<file path="config.mk">
export PLATFORM = sky130hd
export DESIGN_NAME = sha512ctx_sched
export DESIGN_NICKNAME = d
export VERILOG_FILES = /design/src/rtl/sha512ctx_sched_pkg.sv /design/src/rtl/sha512ctx_sched_fsm.sv /design/src/rtl/sha512ctx_sched.sv
export SDC_FILE = /design/constraint.sdc
export NUM_CORES = 1
export LEC_CHECK = 0
export ABC_AREA = 1
export CORE_MARGIN = 8
export CORE_UTILIZATION = 45
export CTS_CLUSTER_DIAMETER = 100
export DETAILED_ROUTE_END_ITERATION = 12
export PLACE_DENSITY = 0.69
export SETUP_SLACK_MARGIN = 0.4
export SYNTH_ARGS = -nofsm -noshare
export SYNTH_HDL_FRONTEND = slang
export SYNTH_SLANG_ARGS = --single-unit
</file>
<file path="constraint.sdc">
create_clock -name CLK -period 3.4 [get_ports CLK]
set_clock_uncertainty 0.2 [all_clocks]
set_input_delay 1.02 -clock CLK [delete_from_list [all_inputs] [get_ports CLK]]
set_output_delay 1.02 -clock CLK [all_outputs]
set_load 0.01 [all_outputs]
</file>
<file path="src/rtl/sha512ctx_sched_pkg.sv">
// Shared constants, state encoding and control-word layout for the
// two-context SHA512 round sequencer.
package sha512ctx_sched_pkg;

  localparam int SHA512_N_ROUNDS = 80;
  localparam int SHA512_N_WORDS  = 8;
  localparam int SLOT_W          = 7;

  // Per-context sequencer state
  typedef enum logic [1:0] {
    ST_IDLE  = 2'd0,
    ST_LOAD  = 2'd1,
    ST_ROUND = 2'd2,
    ST_POST  = 2'd3
  } state_e;

  // Control word driven to the round datapath, MSB first
  typedef struct packed {
    logic              s1_ch_rst;
    logic              s0_rst;
    logic              maj_rst;
    logic              t1_rst;
    logic              d2e_en;
    logic              block2ctx_en;
    logic              kt_zero;
    logic              wt_sel;
    logic              save_en;
    logic [2:0]        load_idx;
    logic [SLOT_W-1:0] k_round;
    logic [2:0]        save_idx;
  } ctl_t;

  // Word issued for an idle slot and held on the outputs during reset
  localparam ctl_t CTL_IDLE = '{
    s1_ch_rst:    1'b1,
    s0_rst:       1'b1,
    maj_rst:      1'b1,
    t1_rst:       1'b1,
    d2e_en:       1'b1,
    block2ctx_en: 1'b0,
    kt_zero:      1'b0,
    wt_sel:       1'b0,
    save_en:      1'b0,
    load_idx:     3'd0,
    k_round:      7'd0,
    save_idx:     3'd0
  };

endpackage

</file>
<file path="src/rtl/sha512ctx_sched_fsm.sv">
// One context's block sequencer: IDLE -> [LOAD] -> ROUND -> POST -> IDLE,
// with a 7-bit slot counter. It only advances on cycles where adv is high
// (its own phase); a start seen on the other phase is held until then.
module sha512ctx_sched_fsm
  import sha512ctx_sched_pkg::*;
#(
  parameter int N_ROUNDS = SHA512_N_ROUNDS,
  parameter int N_WORDS  = SHA512_N_WORDS
) (
  input  logic       clk,
  input  logic       rst,
  input  logic       adv,
  input  logic       start,
  input  logic       first_blk,
  output logic [1:0] state_o,
  output logic [6:0] slot_o,
  output logic       last_o,
  output logic       busy_o
);

  state_e     state_q, state_d;
  logic [6:0] slot_q, slot_d;
  logic       hold_q, hold_d;
  logic       hfirst_q, hfirst_d;
  logic       take;
  logic       take_first;

  // State, slot counter and held start request
  always_ff @(posedge clk) begin
    if (rst) begin
      state_q  <= ST_IDLE;
      slot_q   <= '0;
      hold_q   <= 1'b0;
      hfirst_q <= 1'b0;
    end else begin
      state_q  <= state_d;
      slot_q   <= slot_d;
      hold_q   <= hold_d;
      hfirst_q <= hfirst_d;
    end
  end

  // Next-state logic; the slot counter restarts at 0 on every state change
  always_comb begin
    state_d    = state_q;
    slot_d     = slot_q;
    hold_d     = hold_q;
    hfirst_d   = hfirst_q;
    last_o     = 1'b0;
    take       = start | hold_q;
    take_first = hold_q ? hfirst_q : first_blk;
    if (adv) begin
      case (state_q)
        ST_IDLE: begin
          if (take) begin
            state_d = take_first ? ST_LOAD : ST_ROUND;
            slot_d  = '0;
            hold_d  = 1'b0;
          end
        end
        ST_LOAD: begin
          if (slot_q == 7'(N_WORDS - 1)) begin
            state_d = ST_ROUND;
            slot_d  = '0;
          end else begin
            slot_d = slot_q + 7'd1;
          end
        end
        ST_ROUND: begin
          if (slot_q == 7'(N_ROUNDS - 1)) begin
            state_d = ST_POST;
            slot_d  = '0;
          end else begin
            slot_d = slot_q + 7'd1;
          end
        end
        ST_POST: begin
          if (slot_q == 7'(N_WORDS - 1)) begin
            state_d = ST_IDLE;
            slot_d  = '0;
            last_o  = 1'b1;
          end else begin
            slot_d = slot_q + 7'd1;
          end
        end
        default: begin
          state_d = ST_IDLE;
          slot_d  = '0;
        end
      endcase
    end else if (state_q == ST_IDLE && start && !hold_q) begin
      hold_d   = 1'b1;
      hfirst_d = first_blk;
    end
  end

  assign state_o = state_q;
  assign slot_o  = slot_q;
  assign busy_o  = (state_q != ST_IDLE);

endmodule

</file>
<file path="src/rtl/sha512ctx_sched.sv">
// Sequencer for the two-context interleaved SHA512 round datapath.
// Even cycles belong to ctx0, odd cycles to ctx1; the owning context's
// state is decoded into a control word and registered onto the outputs.
module sha512ctx_sched
  import sha512ctx_sched_pkg::*;
#(
  parameter int N_ROUNDS = SHA512_N_ROUNDS,
  parameter int N_WORDS  = SHA512_N_WORDS
) (
  input  logic       CLK,
  input  logic       rst,
  input  logic [1:0] start,
  input  logic [1:0] first_blk,
  output logic [1:0] busy,
  output logic [1:0] done,
  output logic       ctx_num,
  output logic       S1_CH_rst,
  output logic       S0_rst,
  output logic       MAJ_rst,
  output logic       T1_rst,
  output logic       D2E_en,
  output logic       block2ctx_en,
  output logic [2:0] load_idx,
  output logic [6:0] k_round,
  output logic       kt_zero,
  output logic       wt_sel,
  output logic       save_en,
  output logic [2:0] save_idx
);

  logic       ph_q, ph_d;
  ctl_t       ctl_q, ctl_d;
  logic       ctx_num_q, ctx_num_d;
  logic [1:0] pend_q, pend_d;
  logic [1:0] done_q, done_d;

  logic [1:0] st0, st1;
  logic [6:0] slot0, slot1;
  logic [1:0] last;
  logic [1:0] busy_w;

  function automatic ctl_t ctl_decode(input logic [1:0] st, input logic [6:0] slot);
    ctl_t c;
    c = CTL_IDLE;
    case (state_e'(st))
      ST_LOAD: begin
        c.maj_rst      = 1'b0;
        c.block2ctx_en = 1'b1;
        c.load_idx     = slot[2:0];
      end
      ST_ROUND: begin
        c         = '0;
        c.k_round = slot;
      end
      ST_POST: begin
        c.t1_rst   = 1'b0;
        c.kt_zero  = 1'b1;
        c.wt_sel   = 1'b1;
        c.save_en  = 1'b1;
        c.save_idx = slot[2:0];
      end
      default: c = CTL_IDLE;
    endcase
    return c;
  endfunction

  sha512ctx_sched_fsm #(.N_ROUNDS(N_ROUNDS), .N_WORDS(N_WORDS)) u_fsm0 (
    .clk       (CLK),
    .rst       (rst),
    .adv       (~ph_q),
    .start     (start[0]),
    .first_blk (first_blk[0]),
    .state_o   (st0),
    .slot_o    (slot0),
    .last_o    (last[0]),
    .busy_o    (busy_w[0])
  );

  sha512ctx_sched_fsm #(.N_ROUNDS(N_ROUNDS), .N_WORDS(N_WORDS)) u_fsm1 (
    .clk       (CLK),
    .rst       (rst),
    .adv       (ph_q),
    .start     (start[1]),
    .first_blk (first_blk[1]),
    .state_o   (st1),
    .slot_o    (slot1),
    .last_o    (last[1]),
    .busy_o    (busy_w[1])
  );

  // Phase selects the owning context; done trails the last POST word by one cycle
  always_comb begin
    ph_d      = ~ph_q;
    ctl_d     = ph_q ? ctl_decode(st1, slot1) : ctl_decode(st0, slot0);
    ctx_num_d = ph_q;
    pend_d    = last;
    done_d    = pend_q;
  end

  // Output register stage
  always_ff @(posedge CLK) begin
    if (rst) begin
      ph_q      <= 1'b0;
      ctl_q     <= CTL_IDLE;
      ctx_num_q <= 1'b0;
      pend_q    <= '0;
      done_q    <= '0;
    end else begin
      ph_q      <= ph_d;
      ctl_q     <= ctl_d;
      ctx_num_q <= ctx_num_d;
      pend_q    <= pend_d;
      done_q    <= done_d;
    end
  end

  assign busy         = busy_w;
  assign done         = done_q;
  assign ctx_num      = ctx_num_q;
  assign S1_CH_rst    = ctl_q.s1_ch_rst;
  assign S0_rst       = ctl_q.s0_rst;
  assign MAJ_rst      = ctl_q.maj_rst;
  assign T1_rst       = ctl_q.t1_rst;
  assign D2E_en       = ctl_q.d2e_en;
  assign block2ctx_en = ctl_q.block2ctx_en;
  assign load_idx     = ctl_q.load_idx;
  assign k_round      = ctl_q.k_round;
  assign kt_zero      = ctl_q.kt_zero;
  assign wt_sel       = ctl_q.wt_sel;
  assign save_en      = ctl_q.save_en;
  assign save_idx     = ctl_q.save_idx;

endmodule
</file>
# After elaboration in Yosys (flattened, before gate mapping)
# Cells that the tools add are included.
word_totals:
  reg_bits: 50
  in_bits: 6
  out_inout_bits: 27
op_classes:
  addsub: 2
  eq_ne: 21
  mux: 51
  bitwise_logic: 5
  reduce_logical: 29
ops:
  columns: ["operator", "count"]
  rows:
  - ["7-bit 2-to-1 mux", 8]
  - ["7-bit one-hot mux with 3 select lines", 2]
  - ["2-bit 2-to-1 mux", 12]
  - ["22-bit 2-to-1 mux", 1]
  - ["2-bit by 1-bit != test with 1-bit output (second input constant)", 11]
  - ["1-bit 2-to-1 mux", 20]
  - ["3-bit 2-to-1 mux", 6]
  - ["2-bit one-hot mux with 4 select lines", 2]
  - ["7-bit by 1-bit adder with 7-bit output (second input constant)", 2]
  - ["7-bit by 3-bit equality test with 1-bit output (second input constant)", 2]
  - ["7-bit equality test (second input constant)", 2]
  - ["2-bit OR reduction", 6]
  - ["5-bit AND reduction", 2]
  - ["2-bit nonzero test", 5]
  - ["2-bit equality test (second input constant)", 4]
  - ["2-bit AND reduction", 4]
  - ["3-bit AND reduction", 2]
  - ["3-bit OR reduction", 2]
  - ["2-bit by 1-bit equality test with 1-bit output (second input constant)", 2]
  - ["1-bit logical AND", 4]
  - ["2-bit zero test", 2]
  - ["1-bit inverter", 3]
  - ["1-bit zero test", 2]
  - ["1-bit bitwise OR", 2]

# Logic depth before layout (Yosys ltp)
logic_depth:
  depth_word: 5
  mapped_depth: 9
  ltp_nobuf: 9

# Hierarchy
# Synthesis repeated with hierarchy kept, for this count alone.
unflattened:
  hier_cells: 338
  area_unflattened_um2: 2557.5
by_module_without_submodules:
  columns: ["module", "n_inst", "cells_per_inst", "area_each_um2", "seq_area_each_um2"]
  rows:
  - ["sha512ctx_sched_fsm", 2, 110, 765.7, 220.2]
  - ["sha512ctx_sched", 1, 118, 1026.0, 480.5]

# Worst setup path before layout
# OpenSTA, ideal clock, no wires.
synth_path:
  path_kind: "register -> output"
  startpoint: "register u_fsm1.state_q[0], in the netlist u_fsm1.state_o[0]"
  endpoint: "output port busy[1]"
  t_arrival_ns: 0.878
  path_slack_ns: 1.302
  path_stages_with_launch: 5
  path_buffers: 1
  path_cell_list: "dfxtp_1 inv_1 ha_1 inv_1 buf_4"
synth_between:
  elab_chain_cells: 1
synth_lines:
  columns: ["element", "line_no", "source"]
  rows:
  - ["from (decl)", "sha512ctx_sched_fsm.sv:21", "state_e state_q, state_d;"]
  - ["from (signal assigned)", "sha512ctx_sched_fsm.sv:36", "state_q <= state_d;"]
  - ["2-bit nonzero test", "sha512ctx_sched_fsm.sv:99", "assign busy_o = (state_q != ST_IDLE);"]
  - ["to (decl)", "sha512ctx_sched.sv:14", "output logic [1:0] busy,"]
# Every way passes these cells.

# Worst setup path after layout
# Same ends and word-level chain as after synthesis.

==> impl_metrics.json <==
{
  "outcome": "completed",
  "max_cap_viols": 0,
  "final-seq-area_um2": 920.9,
  "multi_input_combinational_cell_area_um2": 973.4,
  "unrepaired_setup_endpoints_after_global_routing": "false",
  "startpoint_of_the_worst_register_to_register_path": "u_fsm0.state_o[0]",
  "power-per-cell-area_nw_per_um2": 536.1,
  "synth_compound_area_frac": 0.1244,
  "endpoint_kind": "output pin",
  "max-clock-path-buffers": 2,
  "postLayoutCellArea_um2": 2567,
  "synthCells": 285,
  "finalSetupViolations": 0,
  "yosysSeqAreaShare": 0.4319,
  "synthMuxAreaShare": 0,
  "worst_pin_slew_ns": 0.3070,
  "synth_fa_ha_area_frac": 0.07042,
  "track_usage": 0.1375,
  "synthToLayoutAreaGrowth_pct": 20.42,
  "synth_simple_gate_area_frac": 0.2523,
  "h-tree-depth": 2,
  "fill_cells": 457,
  "floorplan.initialDensity": 0.4574,
  "post_detailed_route_drc_marker_count": 0,
  "placed_area_um2": 2470,
  "fraction_of_post_synthesis_cell_area_in_the_top_cell_type_by_area": 0.4319,
  "timing.final.crit_share": 0.8394,
  "syn_area_um2": 2132,
  "slew_headroom": 0.7951,
  "fin_tns_setup_ns": 0,
  "routedWlPerCell_um": 12.53,
  "design.die.area_um2": 7196,
  "syn_avg_cell_area_um2": 7.481,
  "num_rows": 25,
  "post-dp-hpwl_um": 3548,
  "timing.final.crit_period_ns": 2.854,
  "cts.reportedPaths.clkPinSlew_ns": 0.09,
  "synth.top_cells.by_area": "dfxtp_1, nand2_1, inv_1",
  "dieWidth_um": 84.83,
  "cp-endpoint": "busy[1]",
  "synth_fp_nets": 303,
  "fin_ws_ns": 0.5459,
  "synth-warning-count": 0,
  "worstSetupPathType": "reg2out",
  "clock_insertion_delay_worst_skew_ns": 0.30,
  "maxSlewViolCount": 0,
  "path_max_fanout": 5,
  "antenna_found_initial": 0,
  "cts_tree": "yes",
  "grt_start_max_net_pins": 17,
  "port-buffer-count": 32,
  "worst_r2r_path_depth": 8,
  "dr.first_iter.drc_count": 119,
  "hold-path-cell-count": 2,
  "clock_tree.root_cell": "clkbuf_8",
  "post-route-util": 0.5509,
  "postSynthRegisterBits": 46,
  "num_antenna_cells": 0,
  "yosys.area_share.xor_xnor": 0.008216,
  "first_global_vias": 1717,
  "cp_arrival_ns": 1.63,
  "reg2reg_to": "u_fsm0.slot_o[4]",
  "hold_violations": 0,
  "pre_cts_ws_ns": 0.6986,
  "post_drt_antenna_nets": 0,
  "cts.repair_timing.setup_buffer_count": 0,
  "ios": 33,
  "num_vias": 1808,
  "maxClockFrequency_mhz": 350.4,
  "detailedRoute.firstPassIterationCount": 4,
  "gr-total-overflow": 0,
  "worstSetupStartpoint": "u_fsm1.state_o[0]",
  "avgViaCountPerCell": 4.860,
  "ys_types": 27,
  "irDropWorstVdd_mv": 0.2792,
  "worst_hold_path_type": "reg2reg",
  "drive_above_1_share": 0.08176,
  "grt_first_pass_wirelength_um": 7962,
  "power.static_leakage_uw": 0.001051,
  "worst_ep_required_time_ns": 2.18,
  "cts.sink_count": 46,
  "tritoncts.num_buffers": 5,
  "category_of_the_worst_setup_path_launch_point": "register",
  "num-nets-final": 335,
  "finalWeightedCongestion": 0.8570,
  "fp.coreArea_um2": 4661,
  "wirelength_um": 4663,
  "r2r_slack_ns": 1.66,
  "fin_worst_hold_slack_ns": 0.2077,
  "chipHeight_um": 84.83,
  "yosysTopAreaCell": "dfxtp_1",
  "dominant_combinational_cell_family_by_area_after_synthesis": "simple AND/OR/NAND/NOR gates"
}
synthesized netlist by cell type:
master,instances
buf_2,1
buf_6,1
inv_2,1
inv_1,44
o21a_1,1
nand2_1,58
a22oi_1,1
dfxtp_1,46
nand2_4,1
o21ai_1,1
nand4_1,3
o21ai_0,11
nor3_1,1
a21oi_2,3
clkbuf_1,1
a21oi_1,18
nand2_2,3
nor2_2,2
o21bai_2,1
buf_4,6
xor2_1,2
inv_4,1
nor2_1,33
nand3_2,3
nand3_1,20
o22ai_1,10
ha_1,12
cells by family (layout without fill, tap and decap cells):
group | count (synthesis) | after routing
flip-flops | 46 | 46
AO/OA/AOI/OAI | 46 | 46
adder cells (fa/ha/maj) | 12 | 12
AND/OR/NAND/NOR | 124 | 124
XOR/XNOR | 2 | 2
buffers and inverters | 55 | 88
sequential cells by signal (all words and copies together) (netlist names), 2 cells and up:
signal	flops
done	2
load_idx	3
k_round	7
u_fsm1.state_o	2
save_idx	3
done_d	2
u_fsm1.slot_o	7
u_fsm0.state_o	2
u_fsm0.slot_o	7
cells in the final DEF (no fill, tap or decap), types with 5 or more instances in the layout:
cell type,Yosys,final
nor2_1,33,33
nand3_1,20,20
o22ai_1,10,10
ha_1,12,11
clkdlybuf4s50_1,0,31
dfxtp_1,46,46
clkbuf_8,0,5
inv_1,44,44
nand2_1,58,58
a21oi_1,18,18
o21ai_0,11,11
power breakdown:
| group | internal [uW] | switching [uW] | total (uW) |
|---|---|---|---|
| Combinational | 166 | 254 | 420 |
| Sequential | 581 | 30.6 | 611 |
| Clock | 147 | 198 | 345 |
final cells by class:
cell class / count / area share
inverters: 46 / 0.06823
flip-flops and latches: 46 / 0.3587
well taps: 54 / 0.02632
clock buffers: 5 / 0.02680
repair buffers: 34 / 0.1316
multi-input cells: 184 / 0.3791
clock inverters: 3 / 0.009259
timing repair:
| item | CTS | global route |
|---|---|---|
| gates resized for setup | 0 | 2 |
| hold buffers | 0 | 0 |
| endpoints found under the setup margin | 0 | 2 |
per-layer routing:
layer,track usage,share of wire
met5,0,0
met2,0.2140,0.45
met4,0.04854,0.0062
met3,0.05019,0.067
met1,0.1698,0.48
stage by stage:
stage / instances / power (uW)
6_report: 372 / 1376
5_1_grt: 372 / 1479
4_1_cts: 372 / 1389
3_5_place_dp: 364 / 1042
3_3_place_gp: 364 / 1037
2_1_floorplan: 285 / 921.6
critical path, cell delays in order, from the launching register on:
cell             delay, ns
dfxtp_1               0.37
inv_1                 0.09
ha_2                  0.23
inv_1                 0.11
clkdlybuf4s50_1       0.55
how the worst min path moves through the flow:
stage,startpoint,end,slack [ns]
detailed placement,done_d[1],done[1],0.20
global route,done_d[1],done[1],0.22
finish,done_d[1],done[1],0.21
floorplan,done_d[0],done[0],0.19
global placement,done_d[1],done[1],0.19
CTS,done_d[1],done[1],0.21
(Power assumes the default switching activity.)
